==> src/rtl/exception_handler_pkg.sv <==
// Shared definitions for the exception handler and the software-side status-code encoder:
// exception codes, FSM state encoding and the default status register index.
package exception_handler_pkg;

    localparam logic [4:0] STATUS_REG_DEFAULT = 5'd30;

    localparam logic [2:0] EXC_NONE = 3'd0;
    localparam logic [2:0] EXC_ADD  = 3'd1;
    localparam logic [2:0] EXC_ADDI = 3'd2;
    localparam logic [2:0] EXC_SUB  = 3'd3;
    localparam logic [2:0] EXC_MUL  = 3'd4;
    localparam logic [2:0] EXC_DIV  = 3'd5;

    typedef enum logic [1:0] {
        ST_IDLE     = 2'd0,
        ST_FLUSH    = 2'd1,
        ST_REDIRECT = 2'd2,
        ST_HANDLER  = 2'd3
    } excState_t;

    // Any value outside EXC_ADD..EXC_DIV is an ordinary software write to the status register.
    function automatic logic isExcCode(input logic [31:0] data);
        return (data >= {29'd0, EXC_ADD}) && (data <= {29'd0, EXC_DIV});
    endfunction

endpackage

==> src/rtl/exception_handler_exc_counter.sv <==
// 8-bit saturating event counter with synchronous reset.
module exc_counter (
    input  logic       clock,
    input  logic       reset,
    input  logic       inc,
    output logic [7:0] count
);

    localparam logic [7:0] COUNT_MAX = 8'hFF;

    always_ff @(posedge clock) begin
        if (reset) begin
            count <= 8'd0;
        end else if (inc && (count != COUNT_MAX)) begin
            count <= count + 8'd1;
        end
    end

endmodule

==> src/rtl/exception_handler.sv <==
// Watches writeback for exception status codes, then flushes the pipeline, redirects fetch
// to the handler vector and waits for the handler to return.
module exception_handler
    import exception_handler_pkg::*;
#(
    parameter logic [31:0] HANDLER_BASE = 32'h0000_1000,
    parameter logic [4:0]  STATUS_REG   = STATUS_REG_DEFAULT
) (
    input  logic        clock,
    input  logic        reset,
    input  logic        wb_we,
    input  logic [4:0]  wb_rd,
    input  logic [31:0] wb_data,
    input  logic [31:0] wb_pc,
    input  logic        redirect_ack,
    input  logic        eret,
    output logic        flush,
    output logic        redirect,
    output logic [31:0] redirect_pc,
    output logic [31:0] epc,
    output logic [2:0]  exc_code,
    output logic        busy,
    output logic        overrun,
    output logic [7:0]  exc_count,
    output logic [1:0]  dbgState
);

    // Handshake: redirect is the valid, redirect_ack the ready. redirect and redirect_pc stay
    // stable from the first REDIRECT cycle until the edge that samples redirect_ack=1; that
    // edge completes the transfer. redirect_ack while redirect=0 has no effect.

    excState_t   state;
    excState_t   nextState;
    logic        excEvent;
    logic        capture;
    logic        lost;
    logic [2:0]  nextCode;

    assign excEvent = wb_we && (wb_rd == STATUS_REG) && isExcCode(wb_data);
    assign nextCode = capture ? wb_data[2:0] : exc_code;
    assign dbgState = state;

    always_comb begin
        nextState = state;
        capture   = 1'b0;
        lost      = 1'b0;
        case (state)
            ST_IDLE: begin
                if (excEvent) begin
                    capture   = 1'b1;
                    nextState = ST_FLUSH;
                end
            end
            ST_FLUSH: begin
                lost      = excEvent;
                nextState = ST_REDIRECT;
            end
            ST_REDIRECT: begin
                lost = excEvent;
                if (redirect_ack) begin
                    nextState = ST_HANDLER;
                end
            end
            ST_HANDLER: begin
                // A return and a new exception in the same cycle chain straight into the next capture.
                if (eret) begin
                    if (excEvent) begin
                        capture   = 1'b1;
                        nextState = ST_FLUSH;
                    end else begin
                        nextState = ST_IDLE;
                    end
                end else begin
                    lost = excEvent;
                end
            end
            default: nextState = ST_IDLE;
        endcase
    end

    always_ff @(posedge clock) begin
        if (reset) begin
            state       <= ST_IDLE;
            flush       <= 1'b0;
            redirect    <= 1'b0;
            busy        <= 1'b0;
            overrun     <= 1'b0;
            exc_code    <= EXC_NONE;
            epc         <= 32'd0;
            redirect_pc <= HANDLER_BASE;
        end else begin
            state       <= nextState;
            flush       <= (nextState == ST_FLUSH);
            redirect    <= (nextState == ST_REDIRECT);
            busy        <= (nextState != ST_IDLE);
            if (lost) begin
                overrun <= 1'b1;
            end
            if (capture) begin
                exc_code <= wb_data[2:0];
                epc      <= wb_pc;
            end
            redirect_pc <= HANDLER_BASE + {25'd0, nextCode, 4'd0};
        end
    end

    exc_counter excCounter (
        .clock (clock),
        .reset (reset),
        .inc   (capture),
        .count (exc_count)
    );

endmodule

==> config.mk <==
export PLATFORM = sky130hd
export DESIGN_NAME = exception_handler
export DESIGN_NICKNAME = d
export VERILOG_FILES = /design/src/rtl/exception_handler_pkg.sv /design/src/rtl/exception_handler_exc_counter.sv /design/src/rtl/exception_handler.sv
export SDC_FILE = /design/constraint.sdc
export NUM_CORES = 1
export LEC_CHECK = 0
export CORE_MARGIN = 4
export CORE_UTILIZATION = 35
export DETAILED_ROUTE_END_ITERATION = 8
export GPL_TIMING_DRIVEN = 1
export PLACE_DENSITY = 0.82
export SYNTH_ARGS = -nofsm -noshare
export SYNTH_HDL_FRONTEND = slang
export SYNTH_SLANG_ARGS = --single-unit
==> constraint.sdc <==
create_clock -name clock -period 2.75 [get_ports clock]
set_input_delay 0.275 -clock clock [delete_from_list [all_inputs] [get_ports clock]]
set_output_delay 0.275 -clock clock [all_outputs]
set_load 0.01 [all_outputs]
; ---- Word level (Yosys, flattened, before mapping)
; Cells that the tools add are included.
[op_classes]
n_eq_ne = 7
reduce_logical = 7
magnitude_cmp = 2
muxes = 11
add_sub_neg = 2
[ops]
columns = op, n
row1 = $ge 32x1->1 const B, 1
row2 = $le 32x3->1 const B, 1
row3 = $add 13x7->14 const A, 1
row4 = $add 8x1->8 const B, 1
row5 = $ne 8x8->1 const B, 1
row6 = $pmux 2 s4, 1
row7 = $eq 2x2->1 const B, 3
row8 = $mux 2, 3
row9 = $eq 5x5->1 const B, 1
row10 = $eq 2x1->1 const B, 2
row11 = $logic_and 1x1->1, 4
row12 = $mux 1, 4
row13 = $pmux 1 s2, 2
row14 = $mux 3, 1
row15 = $logic_not 2->1, 1
row16 = $reduce_bool 2->1, 1
row17 = $reduce_or 2->1, 1
[word_totals]
input_bits = 74
elab_cells = 38
output_inout_bits = 81
register_bits = 81

; ---- Longest topological paths before layout
; Gate-level depths: netlist of the first run.
[logic_depth]
depth_word = 8
mapped_depth = 9
ltp_nobuf = 7

; ---- Hierarchy
; A second synthesis of the first run with hierarchy kept.
[unflattened]
cells_unflattened = 257
area_unflattened_um2 = 2511.2
[by_module_without_submodules]
columns = mod, n_inst, cells_per_inst, seq_area_each_um2, area_each_um2
row1 = exception_handler, 1, 211, 820.8, 2080.7
row2 = exc_counter, 1, 46, 160.2, 430.4

; ---- Worst setup path after synthesis of the first run
; No wires, ideal clock.
[synth_timing]
path_kind = reg-to-reg
from = register state[0] (netlist: dbgState[0])
to = register excCounter.count[5]
slack_ns = 0.703
path_buffers = 0
stages_incl_launch_ff = 7
required_ns = 2.680
arrival_ns = 1.977
setup_ns = 0.070
period_less_slack_ns = 2.047
cell_sequence = dfxtp_1 > inv_1 > ha_1 > a311oi_1 > nand4_4 > or4_1 > a21oi_1
[synth_via]
elab_chain_len = 3
word_cells_on_any_way = 4
cone_classes = eq/ne (1) / mux (1) / reduce/logical (2)
[synth_rtl]
columns = item, line_no
row1 = from (decl), exception_handler.sv:32  ; excState_t state;
row2 = from (signal assigned), exception_handler.sv:92  ; state <= nextState;
row3 = $eq 2x2->1 or $logic_not 2->1 (tied branches), exception_handler.sv:47  ; case (state)
row4 = $pmux 1 s2 (*), exception_handler.sv:47
row5 = $logic_and 1x1->1 (*), exception_handler_exc_counter.sv:14  ; end else if (inc && (count != COUNT_MAX)) begin
row6 = to (signal assigned), exception_handler_exc_counter.sv:15  ; count <= count + 8'd1;
row7 = to (decl), exception_handler_exc_counter.sv:6  ; output logic [7:0] count
; Every way passes the cells marked *; elsewhere a longest branch is shown, timed or not.
; A chain may end at the register's enable or synchronous reset.

; ---- Worst setup path in the final report of the first run
; Same ends and word-level chain as after synthesis.

==> run_results.csv, run 1 <==
group,metric,value,unit
outcome,status,"completed",
final_layout,diodes,0,
floorplan,start_util,0.3626,
floorplan,dieArea,8022,µm²
cts,clk_latency,0.29,ns
floorplan,rows,29,
sta,hold_viol,0,
sta,tns,0,ns
final_layout,stdcell_count,478,
cts,cts.htree.levels,2,
sta,clock.fmax,438.9,MHz
logic_synthesis,ys.warnings.count,0,
logic_synthesis,synth.avg_cell_area,8.228,µm²
logic_synthesis,ys_seq_area_frac,0.4213,
sta,report.final.slew_viol_count,0,
floorplan,core,6422,µm²
final_layout,final_cell_area,3595,µm²
sta,tightest_slew,0.8770,ns
final_layout,drive_above_1_share,0.05486,
logic_synthesis,yosys.cell_types.count,42,
hold_path,min_path_type,"register to register",
route,wl_per_cell,13.43,µm
cts,clkSlewWorstSetupHoldPaths,0.08,ns
sta,rsz0062_at_grt,"false",
global_routing,overflow,0,
cts,cts_tree,"built",
global_routing,grt_start_max_net_pins,50,
placed_design,io_buffers,125,
sta,slew_headroom,0.4153,
critical_path,path_class,"register to register",
cts,cts_root_buf,"clkbuf_8",
critical_path,worstPathRequired,2.97,ns
power,leakage,1.270,nW
final_layout,fillCellCount,595,
sta,fin_skew,0.003667,ns
global_routing,antenna_found_initial,0,
route,drt-initial-drc-count,69,
global_routing,first_global_vias,2078,
cts,post_cts_buffers,0,
final_layout,final_core_utilization,0.5597,
cts,numCtsBuffers,5,
placed_design,routabilityCongestion,0.7034,
critical_path,r2r_cells,6,
critical_path,arrival,2.50,ns
sta,post-route-period-util,0.8284,
route,viasPerCell,4.690,
final_layout,synthToLayoutAreaGrowth,54.38,%
global_routing,grt_use_total,0.1524,
cts,clockBufferDepth,2,
hold_path,min_path_cells,2,
power,max-vdd-ir-drop,0.2020,mV
route,routed-via-count,2242,
sta,fin_hold_ws,0.4526,ns
power,power_density,381.2,nW/µm²
route,drc,0,
critical_path,crit_fanout,9,
route,ant_nets,0,
placed_design,hpwl,4.971,mm
cts,ctsResizeCount,0,
floorplan,io_pins,155,
final_layout,nNetsFinal,480,
critical_path,cp-end-kind,"register",
job,maxCapViolCount,0,
sta,period_needed,2.278,ns
logic_synthesis,netlist_area,2328,µm²
route,drt_wl_total,6.420,mm
sta,setup_viol_count_final,0,
logic_synthesis,ys_ff_latch,49,
placed_design,placed_cells,470,
placed_design,placed_area,3478,µm²
logic_synthesis,syn_inst,283,
route,dr.pass1.iters,4,
cts,cts_sinks,49,
global_routing,grt_pass1_wl,9.528,mm
cts,ctsHoldBuffers,0,
floorplan,die_h,89.57,µm
critical_path,start_kind,"register",
floorplan,die_x,89.57,µm
worst paths after layout:
kind,start,end,slack [ns]
max,dbgState[0],excCounter.count[5],0.47
min,epc[30],epc[30],0.45
max reg2reg,dbgState[0],excCounter.count[5],0.47
min reg2reg,epc[30],epc[30],0.45
stage by stage:
step                total power, W  setup slack, ns
floorplan                0.0007893           0.7030
global placement         0.0008657           0.2488
detailed placement       0.0008664           0.2251
CTS                       0.001393           0.4446
global route              0.001435           0.2637
finish                    0.001370           0.4718
cells in the final DEF, fill, tap and decap left out, drive strengths merged, types with 2 or more instances in the layout:
cell / Yosys / final
a21oi: 45 / 45
a31o: 2 / 2
and3: 3 / 3
and4: 4 / 4
buf: 36 / 3
clkbuf: 8 / 7
clkdlybuf4s50: 0 / 124
conb: 2 / 29
dfxtp: 49 / 49
ha: 6 / 6
inv: 4 / 4
nand2: 77 / 77
nand4: 3 / 3
nor2: 8 / 8
nor2b: 2 / 2
nor3: 2 / 2
nor4: 5 / 5
o21ai: 6 / 6
or3: 3 / 3
or4: 3 / 3
cell families after synthesis:
kind of cell | share of synthesized area
other cells | 0.003225
flops | 0.4213
compound gates | 0.1446
buf+inv | 0.1445
simple gates | 0.2504
xor+xnor | 0.003762
fa+ha+maj | 0.03224
worst max-delay path: stages, from the launching register on:
cell and delay, ns:
dfxtp_1 0.43, inv_1 0.12, ha_1 0.34, a311oi_1 0.50, nand4_4 0.24, or4_1 0.44, a21oi_1 0.14
power breakdown:
part | internal (W) | switching, W
registers | 0.000709 | 0.0000000000000136
logic | 0.0000931 | 0.0000488
clock network | 0.000297 | 0.000223
final cells by class:
type	count	area [µm²]	share of cell area
inverters	4	15.01	0.004177
repair buffers	127	1274	0.3543
multi-input cells	213	1112	0.3094
well taps	77	96.34	0.02680
flip-flops and latches	49	980.9	0.2729
clock buffers	7	86.33	0.02402
clock inverters	1	30.03	0.008354
cell usage after synthesis, drive strengths merged:
cell / n / area [µm²]
nand4: 3 / 40.04
conb: 2 / 7.510
nor4: 5 / 46.29
nand3: 1 / 5.000
and4: 4 / 37.54
a22oi: 1 / 7.510
nand4b: 1 / 8.760
a311oi: 1 / 8.760
nor2b: 2 / 12.51
and3: 3 / 20.02
or4: 3 / 30.03
ha: 6 / 75.07
o31ai: 1 / 7.510
a31o: 2 / 17.52
o21ai: 6 / 30.03
nand2: 77 / 289.0
nor4b: 1 / 8.760
or4bb: 1 / 11.26
o311a: 1 / 11.26
buf: 36 / 281.5
or3: 3 / 18.77
inv: 4 / 15.01
dfxtp: 49 / 980.9
a21o: 1 / 7.510
a31oi: 1 / 6.260
and2: 1 / 7.510
o21a: 1 / 7.510
nor3: 2 / 10.01
nor3b: 1 / 7.510
a21oi: 45 / 225.2
a211oi: 1 / 7.510
clkbuf: 8 / 40.04
xnor2: 1 / 8.760
nor2: 8 / 30.03
metal layers:
metal,vias to the layer above,GRT usage,part of all wire
met5,-,0,0
met4,0,0.03383,0.0075
met3,4,0.05253,0.086
met2,94,0.2759,0.50
met1,1014,0.1713,0.41
li1,1130,-,-
flip-flops by register name (all words and copies together), names as in the netlist:
register          count
flush                 1
excCounter.count      8
redirect_pc           3
busy                  1
dbgState              2
overrun               1
epc                  32
redirect              1
Power figures use the tool's default switching activity.
==> inputs of run 2 (changes only) <==
==> constraint.sdc (replaced) <==
create_clock -name clock -period 2.4 [get_ports clock]
set_input_delay 0.24 -clock clock [delete_from_list [all_inputs] [get_ports clock]]
set_output_delay 0.24 -clock clock [all_outputs]
set_load 0.01 [all_outputs]
==> run 2 against run 1 <==
  * Wire length grew 1.1%
  * Critical path depth unchanged
  * Global-route usage up 0.19 points
  * Fmax increased by 1.3%
  * Register-to-register slack worse by 0.32 ns
  * Sequential share of layout area increased by 0.31 points
  * Via count grew 0.22%
==> run_results.csv, run 2 (same netlist as run 1, synthesis figures left out) <==
group,metric,value,unit
critical_path,arrival,2.46,ns
cts,ctsHoldBuffers,0,
power,leakage,1.258,nW
cts,cts.htree.levels,2,
cts,post_cts_buffers,0,
placed_design,io_buffers,125,
floorplan,start_util,0.3626,
floorplan,die_x,89.57,µm
final_layout,diodes,0,
cts,clkSlewWorstSetupHoldPaths,0.08,ns
final_layout,largest_reg_flops,32,
global_routing,antenna_found_initial,0,
power,max-vdd-ir-drop,0.2510,mV
hold_path,hp-start,"epc[12]",
cts,clockBufferDepth,2,
placed_design,routabilityCongestion,0.7278,
critical_path,worstPathRequired,2.61,ns
cts,clk_latency,0.29,ns
route,drt-initial-drc-count,60,
sta,setup_viol_count_final,0,
critical_path,ff2ff_setup_slack,0.15,ns
critical_path,crit_fanout,9,
cts,cts_sinks,49,
final_layout,multi_input_area,1112,µm²
route,wl_per_cell,13.57,µm
global_routing,grt_use_total,0.1543,
critical_path,start_kind,"register",
cts,cts_root_buf,"clkbuf_8",
cts,cts_tree,"built",
floorplan,rows,29,
final_layout,layout.cells.most_common,"clkdlybuf4s50_1",
global_routing,grt_start_max_net_pins,50,
sta,fin_hold_ws,0.4507,ns
global_routing,first_global_vias,2156,
placed_design,hpwl,5.089,mm
cts,ctsResizeCount,0,
sta,post-route-period-util,0.9371,
route,drt_wl_total,6.488,mm
final_layout,final_cell_mix,"clkdlybuf4s50_1 (124), nand2_1 (77), dfxtp_1 (49)",
hold_path,min_to,"epc[12]",
final_layout,drive_above_1_share,0.05736,
sta,hold_viol,0,
outcome,status,"completed",
route,ant_nets,0,
final_layout,synthToLayoutAreaGrowth,52.66,%
sta,period_needed,2.249,ns
route,drc,0,
hold_path,min_path_cells,2,
route,viasPerCell,4.701,
sta,slew_headroom,0.3934,
final_layout,stdcell_count,478,
sta,fin_skew,0.003757,ns
job,maxCapViolCount,0,
sta,rsz0062_at_grt,"false",
route,dr.pass1.iters,4,
floorplan,io_pins,155,
hold_path,min_path_type,"register to register",
critical_path,reg2reg_to,"excCounter.count[5]",
final_layout,reg.largest.list,"epc x32, excCounter.count x8, redirect_pc x3",
floorplan,die_h,89.57,µm
sta,report.final.slew_viol_count,0,
floorplan,dieArea,8022,µm²
placed_design,placed_cells,472,
critical_path,critPathLaunch,"dbgState[0]",
final_layout,regArea,980.9,µm²
global_routing,overflow,0,
critical_path,cp-end-kind,"register",
sta,clock.fmax,444.6,MHz
floorplan,core,6422,µm²
power,power_density,400.4,nW/µm²
route,routed-via-count,2247,
final_layout,fillCellCount,580,
critical_path,r2r_cells,6,
sta,tightest_slew,0.9099,ns
critical_path,r2r_start,"dbgState[0]",
global_routing,grt_pass1_wl,9.680,mm
final_layout,top_register,"epc",
critical_path,path_class,"register to register",
final_layout,nNetsFinal,482,
cts,numCtsBuffers,5,
==> run 2: cell types whose count changed in the layout (fill, tap and decap cells not counted), sizes merged <==
cell | previous run | this run
buf | 3 | 5
bufinv | 1 | 0
clkbuf | 7 | 5
clkinv | 0 | 1
==> run 2: area by class of cell <==
class / instances / share of cell area
Clock inverter: 1 / 0.001408
Timing Repair Buffer: 129 / 0.3590
Clock buffer: 5 / 0.01936
Tap cell: 77 / 0.02710
Inverter: 4 / 0.004224
Sequential cell: 49 / 0.2760
Multi-Input combinational cell: 213 / 0.3129
==> run 2: power breakdown <==
part	total, W	internal (W)	leakage (nW)	switching, W
clock network	0.000448	0.000193	0.0399	0.000255
logic	0.000163	0.000107	0.824	0.0000567
registers	0.000812	0.000812	0.394	0.0000000000000159
total	0.00142	0.00111	1.26	0.000312
==> run 2: worst max path at each step <==
stage / to / cells past startpoint
CTS: excCounter.count[5] / 6
floorplan: excCounter.count[5] / 6
global route: excCounter.count[5] / 6
detailed placement: epc[14] / 7
global placement: epc[6] / 7
finish: excCounter.count[5] / 6
==> run 2: worst max-delay path, cell delays in order (launching register included) <==
cell,delay [ns]
dfxtp_1,0.44
inv_1,0.12
ha_1,0.34
a311oi_1,0.45
nand4_4,0.22
or4_1,0.43
a21oi_1,0.16
==> run 2: through the flow <==
| step | area [µm²] | setup TNS (ns) | util | total power, W | worst slack, ns |
|---|---|---|---|---|---|
| 2_1_floorplan | 2430 | 0 | - | 0.0009044 | 0.3530 |
| 3_3_place_gp | 3481 | -1.099 | 0.5420 | 0.0009918 | -0.05690 |
| 3_5_place_dp | 3481 | -2.690 | 0.5420 | 0.0009931 | -0.1224 |
| 4_1_cts | 3555 | 0 | 0.5535 | 0.001449 | 0.1694 |
| 5_1_grt | 3555 | 0 | 0.5535 | 0.001498 | 0.02006 |
| 6_report | 3555 | 0 | 0.5535 | 0.001423 | 0.1510 |
==> run 2: metal layers <==
metal	vias to the layer above	global-route usage	share of wire	wire [µm]
li1	1131	-	-	-
met2	94	0.2826	0.51	3294
met5	-	0	0	0
met1	1017	0.1774	0.41	2672
met4	0	0.03654	0.0055	36
met3	5	0.04055	0.075	485
